===== src/rtl/rr_channel_arbiter.sv =====
// N-channel valid/ready arbiter with round-robin or fixed-priority grant,
// merging all channels into one registered output beat tagged with its source.
module rr_channel_arbiter #(
  parameter int NUM_CH = 4,
  parameter int DATA_W = 8,
  localparam int CH_W = $clog2(NUM_CH)
) (
  input  logic                     clk,
  input  logic                     rst_n,
  input  logic                     prio_mode,
  input  logic [NUM_CH-1:0]        in_valid,
  input  logic [NUM_CH*DATA_W-1:0] in_data,
  output logic [NUM_CH-1:0]        in_ready,
  output logic                     out_valid,
  output logic [DATA_W-1:0]        out_data,
  output logic [CH_W-1:0]          out_ch,
  input  logic                     out_ready
);

  typedef enum logic {EMPTY = 1'b0, FULL = 1'b1} state_t;

  state_t            state_q, state_d;
  logic [DATA_W-1:0] data_q, data_d;
  logic [CH_W-1:0]   ch_q, ch_d;
  logic [CH_W-1:0]   ptr_q, ptr_d;

  logic              can_load;
  logic              gnt_vld;
  logic              accept;
  logic [CH_W-1:0]   gnt_idx;
  logic [DATA_W-1:0] gnt_data;
  int                cand;

  assign can_load = (state_q == EMPTY) || out_ready;
  assign accept   = gnt_vld && can_load;

  // Search from the farthest candidate back to the nearest so the nearest valid one wins.
  always_comb begin
    gnt_vld = 1'b0;
    gnt_idx = '0;
    cand    = 0;
    for (int off = NUM_CH - 1; off >= 0; off--) begin
      cand = prio_mode ? off : (int'(ptr_q) + off) % NUM_CH;
      if (in_valid[CH_W'(cand)]) begin
        gnt_vld = 1'b1;
        gnt_idx = CH_W'(cand);
      end
    end
  end

  always_comb begin
    in_ready = '0;
    gnt_data = '0;
    for (int i = 0; i < NUM_CH; i++) begin
      if (gnt_vld && (CH_W'(i) == gnt_idx)) begin
        in_ready[i] = can_load;
        gnt_data    = in_data[i*DATA_W +: DATA_W];
      end
    end
  end

  always_comb begin
    state_d = state_q;
    data_d  = data_q;
    ch_d    = ch_q;
    ptr_d   = ptr_q;
    if (accept) begin
      state_d = FULL;
      data_d  = gnt_data;
      ch_d    = gnt_idx;
      ptr_d   = (gnt_idx == CH_W'(NUM_CH - 1)) ? '0 : gnt_idx + CH_W'(1);
    end else if ((state_q == FULL) && out_ready) begin
      state_d = EMPTY;
    end
  end

  always_ff @(posedge clk or negedge rst_n) begin
    if (!rst_n) begin
      state_q <= EMPTY;
      data_q  <= '0;
      ch_q    <= '0;
      ptr_q   <= '0;
    end else begin
      state_q <= state_d;
      data_q  <= data_d;
      ch_q    <= ch_d;
      ptr_q   <= ptr_d;
    end
  end

  assign out_valid = (state_q == FULL);
  assign out_data  = data_q;
  assign out_ch    = ch_q;

endmodule


===== config.mk =====
export PLATFORM = sky130hd
export DESIGN_NAME = rr_channel_arbiter
export DESIGN_NICKNAME = d
export VERILOG_FILES = /design/src/rtl/rr_channel_arbiter.sv
export SDC_FILE = /design/constraint.sdc
export NUM_CORES = 1
export LEC_CHECK = 0
export CORE_ASPECT_RATIO = 1.1
export CORE_MARGIN = 5
export CORE_UTILIZATION = 60
export CTS_CLUSTER_DIAMETER = 60
export DETAILED_ROUTE_END_ITERATION = 12
export DONT_BUFFER_PORTS = 1
export PLACE_DENSITY = 0.76
export SLEW_MARGIN = 40
export SYNTH_ARGS = -nofsm -noshare
export SYNTH_HDL_FRONTEND = slang
export SYNTH_SLANG_ARGS = --single-unit
export TNS_END_PERCENT = 1

===== constraint.sdc =====
create_clock -name clk -period 6.4 [get_ports clk]
set_input_delay 1.28 -clock clk [delete_from_list [all_inputs] [get_ports clk]]
set_output_delay 1.28 -clock clk [all_outputs]
set_load 0.005 [all_outputs]

== Word level (Yosys, flattened, before mapping) ==
Index checks and enable logic that the tools add are counted.
W data, S select, Z words.

* $add $sub $neg: 4
* Multipliers: 0
* Div/mod/pow operators: 0
* Magnitude comparators: 4
* Eq/ne operators: 4
* Shift operators: 0
* Mux-type cells: 35
* Bitwise gates (word level): 1
* Reduce and logical (&&, ||, !) cells: 9

{| class="wikitable"
|+ Operators with widths
! operator !! number
|-
| $mux W8 || 4
|-
| $mux W1 || 18
|-
| $mux W2 || 9
|-
| $lt A2 B4 Y1 const B || 4
|-
| $bmux W1 S2 || 4
|-
| $logic_and A1 B1 Y1 || 6
|-
| $add A2 B1 Y2 const B || 2
|-
| $add A2 B2 Y2 const B || 2
|-
| $eq A2 B2 Y1 const A || 2
|-
| $eq A1 B2 Y1 const A || 1
|-
| $eq A2 B2 Y1 const B || 1
|-
| $logic_not A2 Y1 || 1
|-
| $reduce_bool A2 Y1 || 1
|-
| $logic_or A1 B1 Y1 || 1
|-
| $not A1 Y1 || 1
|}

* Flip-flop bits (word level): 13
* Bits in latches: 0
* RAM bits: 0
* Memory bits (read-only): 0
* Input bits: 40
* Output and inout bits: 15
* Logic and storage cells: 61
* Memories kept: 0

== Depth between registers and ports, before layout ==
Gate-level depths: netlist (run 1).

* Depth after elaboration: 15
* Gate-level depth with buffers: 13

== Worst setup path before layout (run 1) ==
No wires, ideal clock.

* Path kind: input -> output
* Start point: input port in_valid[1]
* End point: output port in_ready[2]
* Arrival time: 3.232 ns
* Setup slack: 1.888 ns
* Cell stages on the path: 9
* Path buffers: 1
* Cells stage by stage: and2_4 a221o_1 a311oi_4 nor3_2 or3_1 ha_1 inv_1 clkbuf_1 nor2_1

* Cells in the longest elaborated chain, start to end: 10
* Elaborated cells on any way between the ends: 23
* Classes of those cells: eq/ne (1); mux (21); reduce/logical (1)

{| class="wikitable"
|+ RTL lines
! element !! line !! text
|-
| start, declared || 11 || <nowiki>input logic [NUM_CH-1:0] in_valid,</nowiki>
|-
| $bmux W1 S2 || 44 || <nowiki>if (in_valid[CH_W'(cand)]) begin</nowiki>
|-
| $mux W1 (implied by the code) (2 in a row) || 44 ||
|-
| $mux W2 (4 in a row) || 44 ||
|-
| $eq A2 B2 Y1 || 55 || <nowiki>if (gnt_vld && (CH_W'(i) == gnt_idx)) begin</nowiki>
|-
| $logic_and A1 B1 Y1 (*) || 55 ||
|-
| $mux W1 (*) || 55 ||
|-
| end, declared || 13 || <nowiki>output logic [NUM_CH-1:0] in_ready,</nowiki>
|}

Every way passes the cells marked *; elsewhere a longest branch is shown, timed or not. The select of a mux whose other input is x is not followed.

== Worst setup path after layout (run 1) ==
* Start point: input port prio_mode
* End point: output port in_ready[3]

* Cells in the longest elaborated chain, start to end: 11
* Elaborated cells on any way between the ends: 27
* Classes of those cells: eq/ne (1); mux (25); reduce/logical (1)

{| class="wikitable"
|+ RTL lines
! element !! line !! text
|-
| start, declared || 10 || <nowiki>input logic prio_mode,</nowiki>
|-
| $mux W2 || 43 || <nowiki>cand = prio_mode ? off : (int'(ptr_q) + off) % NUM_CH;</nowiki>
|-
| $bmux W1 S2 || 44 ||
|-
| $mux W1 (implied by the code) (2 in a row) || 44 ||
|-
| $mux W2 (3 in a row) || 44 ||
|-
| $mux W2 (*) || 44 ||
|-
| via gnt_idx[0] || 30 || <nowiki>logic [CH_W-1:0] gnt_idx;</nowiki>
|-
| $eq A2 B2 Y1 (*) || 55 ||
|-
| $logic_and A1 B1 Y1 (*) || 55 ||
|-
| $mux W1 (*) || 55 ||
|}

The timed path passes the listed nets; every way through them passes the cells marked *. The select of a mux whose other input is x is not followed.

==> metrics.log, run 1 <==
[metrics] run status: completed
[metrics] share of async-settable or async-resettable flops after synthesis: 1.000
[metrics] count of input and output buffers: 0
[metrics] startpoint of the most critical hold path: out_data[5]$_DFFE_PN0P_
[metrics] final hold violation count: 0
[metrics] number of antenna violations at the first check in global routing: 0
[metrics] count of pins over their slew limit: 0
[metrics] Total Die Area: ~0.0026 sq mm
[metrics] total standard cell area after synthesis: roughly 0.001 sq mm
[metrics] highest-count cells in the layout ignoring fill and taps: nand2_1, dfrtp_1, nor2_1, o21ai_0, a21oi_1
[metrics] area share of the largest cell type after synthesis: 0.3171
[metrics] most common cell after layout, fill and taps aside: nand2_1
[metrics] CTS buffer count: 3
[metrics] effective utilization at floorplan: 0.6431
[metrics] fraction of final layout cells with drive strength greater than 1: 0.08000
[metrics] source of the worst register-to-register timing path: ptr_q[0]$_DFFE_PN0P_
[metrics] gpl congestion: 0.8581
[metrics] clock tree sinks: 13
[metrics] number of global-route vias before repair: ~900
[metrics] via density per instance: ~6.5
[metrics] count of endpoints failing setup in the final report: 0
[metrics] total power per unit cell area: roughly 380 mW/mm^2
[metrics] post-route clock period utilization: 0.7119
[metrics] CTS Hold Buffers Added: 0
[metrics] final worst clock skew: roughly 0.0012 ns
[metrics] initial DRC count: 6
[metrics] Worst Hold Depth: 2
[metrics] chain of cells forming the critical path: and2b_1 -> nand3_1 -> a311oi_4 -> nor3_2 -> nor3_1 -> ha_1 -> inv_1 -> nor2_1
[metrics] CTS root buffer: clkbuf_4
[metrics] cell taking the most area after synthesis: dfrtp_1
[metrics] CP required: approximately 5.1 ns
[metrics] Remaining Overflow, GRT: 0
[metrics] clock-pin slew of the registers on the worst-case setup and hold paths: 0.08 ns
[metrics] Worst Path Buf+Inv: 1
[metrics] Total Power Consumption: ~400 uW
[metrics] count of antenna diodes in the layout: 0
[metrics] clock latency at the later pin of the worst-skew pair: 0.28 ns
[metrics] Post-CTS Setup Repair Bufs: 0
[metrics] wire length of the first global-routing pass: 3.843 mm
[metrics] number of gates resized after cts: 0
[metrics] total number of cells along the worst setup path: 8
[metrics] classification of the worst setup path: input pin to output port
[metrics] crit-path max FO: 13
[metrics] CTS tree: yes
[metrics] number of cell instances on the worst register-to-register path: 11
[metrics] nets: 170
[metrics] cell class contributing the biggest share of worst-path delay: simple AND/OR/NAND/NOR gates
[metrics] Routed Antenna Nets: 0
[metrics] path type of the worst min-delay path: register to register
[metrics] relative max-transition margin: 0.6299
[metrics] flops & latches, synth: 13
[metrics] data arrival at the endpoint of the critical path: ~3.3 ns
[metrics] Floorplan Core Area: 0.001595 sq mm
[metrics] total track usage: 0.1899
[metrics] Slew @ Worst Pin: between 0.5 and 0.6 ns
[metrics] Setup TNS Final: 0 ns
[metrics] average routed wire per standard cell: 16.87 microns
[metrics] part of the Yosys area used for sequential elements: 0.3171
[metrics] total cell area at the placement stage: between 0.001 and 0.0015 sq mm
[metrics] most used flip-flop cell after synthesis: dfrtp_1
[metrics] maximum vdd ir drop: between 0.00015 and 0.0002 V
[metrics] vias after detailed routing: slightly above 900
[metrics] Final Critical Period: between 4 and 5 ns
[metrics] Area Growth Syn to Fin: 2.073%
[metrics] EDFF count, synth: 0
[metrics] sort of element at the end of the critical path: output port
[metrics] WHS Endpoint: out_data[5]$_DFFE_PN0P_
[metrics] largest net degree at the start of global routing: 20
[metrics] number of rows created at floorplan: 15
[metrics] Crit-path slowest cell: ha_1
[metrics] width of the chip: around 49 microns
[metrics] number of top-level design ports: 55
[metrics] r2r setup slk: ~3.3 ns
[metrics] Net Count, Synth: 170
[metrics] clock tree buffer depth: 2
[metrics] count of different cell masters after synthesis: 33
[metrics] detailed-placement wirelength estimate: roughly 2 mm
[metrics] unrepaired setup endpoints after global routing: false
[metrics] nature of the critical path startpoint: input pin
[metrics] CP peak stage delay: ~0.45 ns
[metrics] wirelength, routed: between 2 and 2.5 mm
[metrics] standby leakage power: 0.0004435 uW
[metrics] maxcap violations: 0
[metrics] total number of yosys warnings: 0
[metrics] post-synthesis cell count: between 100 and 150
[metrics] drt first pass iters: 4
[metrics] r2r endpoint: out_data[7]$_DFFE_PN0P_
[metrics] H-tree levels: 1
[metrics] timing-limited maximum frequency: 0.2195 GHz
[metrics] area of all placed cells without fillers: between 0.001 and 0.0015 sq mm
[metrics] filler cell count in the final layout: roughly 150
[metrics] leading post-synthesis cells by cell area: dfrtp_1, nand2_1, o21ai_0
[metrics] y dimension of the die: between 50 and 60 microns
[metrics] final routed DRC violation total: 0
[metrics] syn_area_per_cell: just over 8 sq um
## worst register-to-register path, cell delays in order, from the launching register on
cell	delay, ns
dfrtp_1	0.48
and2_4	0.19
a221o_1	0.34
a311oi_4	0.35
nor3_2	0.09
nor3_1	0.28
ha_1	0.46
nor2b_1	0.15
a221oi_1	0.30
nor3_1	0.08
a21oi_1	0.15
o21ai_0	0.10
## state kept, by name, summed over array words and instances, names as in the netlist
signal and flops:
ptr_q 2, out_valid 1, out_ch 2, out_data 8
## per-stage QoR
step / setup slack, ns / hold WS [ns] / std cells / utilization
final: 1.844 / 0.5113 / 142 / 0.6565
after global routing: 1.615 / 0.5394 / 142 / 0.6565
after CTS: 1.849 / 0.5191 / 142 / 0.6565
after detailed placement: 1.851 / 0.5019 / 138 / 0.6400
after global placement: 1.940 / 0.4958 / 138 / 0.6400
after floorplan: 1.888 / 0.4733 / 126 / -
## layer usage
layer,share of wire,routed length [microns],GRT usage,vias to the layer above
li1,-,-,-,455
met1,0.34,826,0.1801,419
met2,0.51,1226,0.3476,46
met3,0.12,295,0.1070,7
met4,0.020,48,0.05677,0
met5,0,0,0,-
## logic make-up (layout without fill, tap and decap cells)
kind of cell | Yosys count | after routing | share of synthesized area
compound gates | 38 | 38 | 0.2732
simple gates | 59 | 59 | 0.2903
fa+ha+maj | 4 | 4 | 0.04878
mux | 3 | 3 | 0.03049
flops | 13 | 13 | 0.3171
buf+inv | 9 | 8 | 0.04023
## synthesized netlist by cell type, drive strengths merged (2+ instances only)
cell / n
mux2i: 2
or3: 2
nor3: 8
o21ai: 12
a21oi: 10
nand3: 2
o211a: 4
ha: 4
inv: 4
a221oi: 4
dfrtp: 13
nand2: 21
nor2: 12
and2: 4
nor2b: 3
clkbuf: 4
o211ai: 4
## worst max path at each step
stage / endpoint / start
floorplan: in_ready[2] / in_valid[1]
global placement: in_ready[2] / in_valid[1]
detailed placement: in_ready[3] / prio_mode
CTS: in_ready[2] / prio_mode
global route: in_ready[3] / prio_mode
finish: in_ready[3] / prio_mode
## area by class of cell
cell class	count	area [sq um]	area share
multi-input combinational	104	659.4	0.6296
sequential	13	325.3	0.3106
inverter	4	15.01	0.01434
tap	17	21.27	0.02031
clock buffer	4	26.28	0.02509
## power breakdown
part	switching (uW)	total, uW	internal (uW)
logic	110	199	89.2
clock network	27.2	51.4	24.2
registers	32.5	147	115
No activity file was read; power rests on OpenSTA's default activity.
==> run 2, diff against run 1 <==
clock period = 4.4 ns   (was 6.4 ns; I/O delays follow)
==> run 2 against run 1 <==
  * Cell area increased by 1.4%
  * Clock skew increased by 0.0032 ns
  * Register-to-register slack got worse by 1.9 ns
  * Highest routed layer unchanged
  * Global-route usage increased by 1.2 points
  * Sequential cell count unchanged
  * Cell count increased by 1.4%
  * Largest cell class unchanged
==> metrics.log, run 2 (synthesized netlist as in run 1, its figures left out) <==
[metrics] number of antenna violations at the first check in global routing: 0 (unchanged)
[metrics] chain of cells forming the critical path: and2b_1 -> nand3_1 -> a311oi_4 -> nor3_2 -> or3_1 -> ha_1 -> inv_1 -> buf_4 -> nor2_1
[metrics] number of global-route vias before repair: 948 (+5.6%)
[metrics] post-layout worst setup margin: 0.7546 ns (-1.089 ns)
[metrics] average routed wire per standard cell: 16.72 microns (-0.94%)
[metrics] unrepaired setup endpoints after global routing: false
[metrics] y dimension of the die: 53.37 microns (unchanged)
[metrics] Slew @ Worst Pin: 0.5894 ns (+0.03758 ns)
[metrics] vias after detailed routing: 909 (-1.9%)
[metrics] width of the chip: 49.43 microns (unchanged)
[metrics] fraction of final layout cells with drive strength greater than 1: 0.09449 (+0.01449)
[metrics] combined area of the multi-input logic cells: 659.4 sq um (unchanged)
[metrics] Routed Antenna Nets: 0 (unchanged)
[metrics] cell class contributing the biggest share of worst-path delay: simple AND/OR/NAND/NOR gates
[metrics] count of antenna diodes in the layout: 0 (unchanged)
[metrics] count of endpoints failing setup in the final report: 0 (unchanged)
[metrics] CTS tree: yes
[metrics] initial DRC count: 8 (+2)
[metrics] clock latency at the later pin of the worst-skew pair: 0.27 ns (about the same)
[metrics] flip-flop count of the largest register after layout: 8 (unchanged)
[metrics] run status: completed
[metrics] area taken by flip-flops and latches: 325.3 sq um (unchanged)
[metrics] drt first pass iters: 4 (unchanged)
[metrics] sort of element at the end of the critical path: output port
[metrics] CTS buffer count: 3 (unchanged)
[metrics] most common cell after layout, fill and taps aside: nand2_1
[metrics] count of input and output buffers: 0 (unchanged)
[metrics] Remaining Overflow, GRT: 0 (unchanged)
[metrics] final routed DRC violation total: 0 (unchanged)
[metrics] nets: 172 (+1.2%)
[metrics] setup slack at placement: 0.7498 ns (-1.102 ns)
[metrics] detailed-placement wirelength estimate: 2.039 mm (+2.9%)
[metrics] via density per instance: 6.313 (-3.3%)
[metrics] Final Critical Period: about 3.6 ns
[metrics] CP peak stage delay: 0.39 ns (-0.06 ns)
[metrics] classification of the worst setup path: input pin to output port
[metrics] Area Growth Syn to Fin: 3.537%
[metrics] relative max-transition margin: 0.6047 (-0.02521)
[metrics] clock tree buffer depth: 2 (unchanged)
[metrics] count of pins over their slew limit: 0 (unchanged)
[metrics] Post-CTS Setup Repair Bufs: 0 (unchanged)
[metrics] Worst Path Buf+Inv: 2 (+1)
[metrics] CTS root buffer: clkbuf_4
[metrics] data arrival at the endpoint of the critical path: 2.77 ns (-0.51 ns)
[metrics] CTS Hold Buffers Added: 0 (unchanged)
[metrics] H-tree levels: 1 (unchanged)
[metrics] maxcap violations: 0 (unchanged)
[metrics] wire length of the first global-routing pass: 4.126 mm (+7.4%)
[metrics] highest-count cells in the layout ignoring fill and taps: nand2_1, dfrtp_1, nor2_1, o21ai_0, a21oi_1
[metrics] effective utilization at floorplan: 0.6431 (unchanged)
[metrics] final hold violation count: 0 (unchanged)
[metrics] largest net degree at the start of global routing: 20 (unchanged)
[metrics] path type of the worst min-delay path: input pin to asynchronous set/reset pin
[metrics] crit-path max FO: 13 (unchanged)
[metrics] final worst clock skew: 0.004429 ns (+0.003224 ns)
[metrics] post-route clock period utilization: 0.8285
[metrics] total power per unit cell area: 547.9 mW/mm^2 (+44%)
[metrics] number of rows created at floorplan: 15 (unchanged)
[metrics] total track usage: 0.2018 (+0.01194)
[metrics] standby leakage power: 0.0004532 uW (+2.2%)
[metrics] wirelength, routed: 2.407 mm (+0.46%)
[metrics] timing-limited maximum frequency: between 0.2 and 0.3 GHz
[metrics] Setup TNS Final: 0 ns (unchanged)
[metrics] gpl congestion: 0.8721 (+1.6%)
[metrics] nature of the critical path startpoint: input pin
[metrics] clock tree sinks: 13 (unchanged)
[metrics] clock-pin slew of the registers on the worst-case setup and hold paths: 0.07 ns (about the same)
[metrics] maximum vdd ir drop: 0.0002662 V (+46%)
[metrics] Crit-path slowest cell: or3_1
[metrics] number of gates resized after cts: 0 (unchanged)
[metrics] CP required: 3.52 ns (-1.60 ns)
[metrics] number of top-level design ports: 55 (unchanged)
[metrics] filler cell count in the final layout: 137 (-7.4%)
[metrics] Total Die Area: 0.002638 sq mm (unchanged)
[metrics] Floorplan Core Area: 0.001595 sq mm (unchanged)
## run 2: cell types whose count changed in the layout (fill, tap and decap cells not counted), sizes merged
cell / delta
buf: +2
## run 2: layer usage
layer	global-route usage	vias to the layer above	share of wire
li1	-	461	-
met1	0.1887	402	0.36
met2	0.3820	44	0.52
met3	0.1014	2	0.11
met4	0.06114	0	0.0079
met5	0	-	0
## run 2: path summary, 6_finish.rpt
kind / from / end / slack (ns) / cells after the start
min in group clk: out_data[1]$_DFFE_PN0P_ / out_data[1]$_DFFE_PN0P_ / 0.51 / 2
min reg2reg: out_data[1]$_DFFE_PN0P_ / out_data[1]$_DFFE_PN0P_ / 0.51 / 2
max in group asynchronous: rst_n / ptr_q[0]$_DFFE_PN0P_ / 4.03 / 0
min: rst_n / out_data[4]$_DFFE_PN0P_ / 0.30 / 0
max reg2reg: ptr_q[0]$_DFFE_PN0P_ / out_data[5]$_DFFE_PN0P_ / 1.35 / 11
max: prio_mode / in_ready[2] / 0.75 / 9
## run 2: per-stage QoR
| step | util | hold slack, ns | total power [uW] | std cells | area, sq um |
|---|---|---|---|---|---|
| after CTS | 0.6659 | 0.2851 | 590.7 | 144 | 1062 |
| final | 0.6659 | 0.2971 | 582.0 | 144 | 1062 |
| after detailed placement | 0.6494 | 0.5025 | 518.3 | 140 | 1036 |
| after global placement | 0.6494 | 0.4966 | 506.9 | 140 | 1036 |
| after floorplan | - | 0.4733 | 460.2 | 126 | 1026 |
| after global routing | 0.6659 | 0.2650 | 650.5 | 144 | 1062 |
## run 2: final cells by class
type | instances | area share
Tap cell | 17 | 0.02002
Clock buffer | 4 | 0.02473
Sequential cell | 13 | 0.3062
Timing Repair Buffer | 2 | 0.01413
Inverter | 4 | 0.01413
Multi-Input combinational cell | 104 | 0.6207
## run 2: power by group
group | internal [uW] | leakage (uW) | switching, uW
Combinational | 135 | 0.000280 | 164
Clock | 35.1 | 0.0000150 | 34.4
Sequential | 167 | 0.000158 | 46.5
Total | 338 | 0.000453 | 244
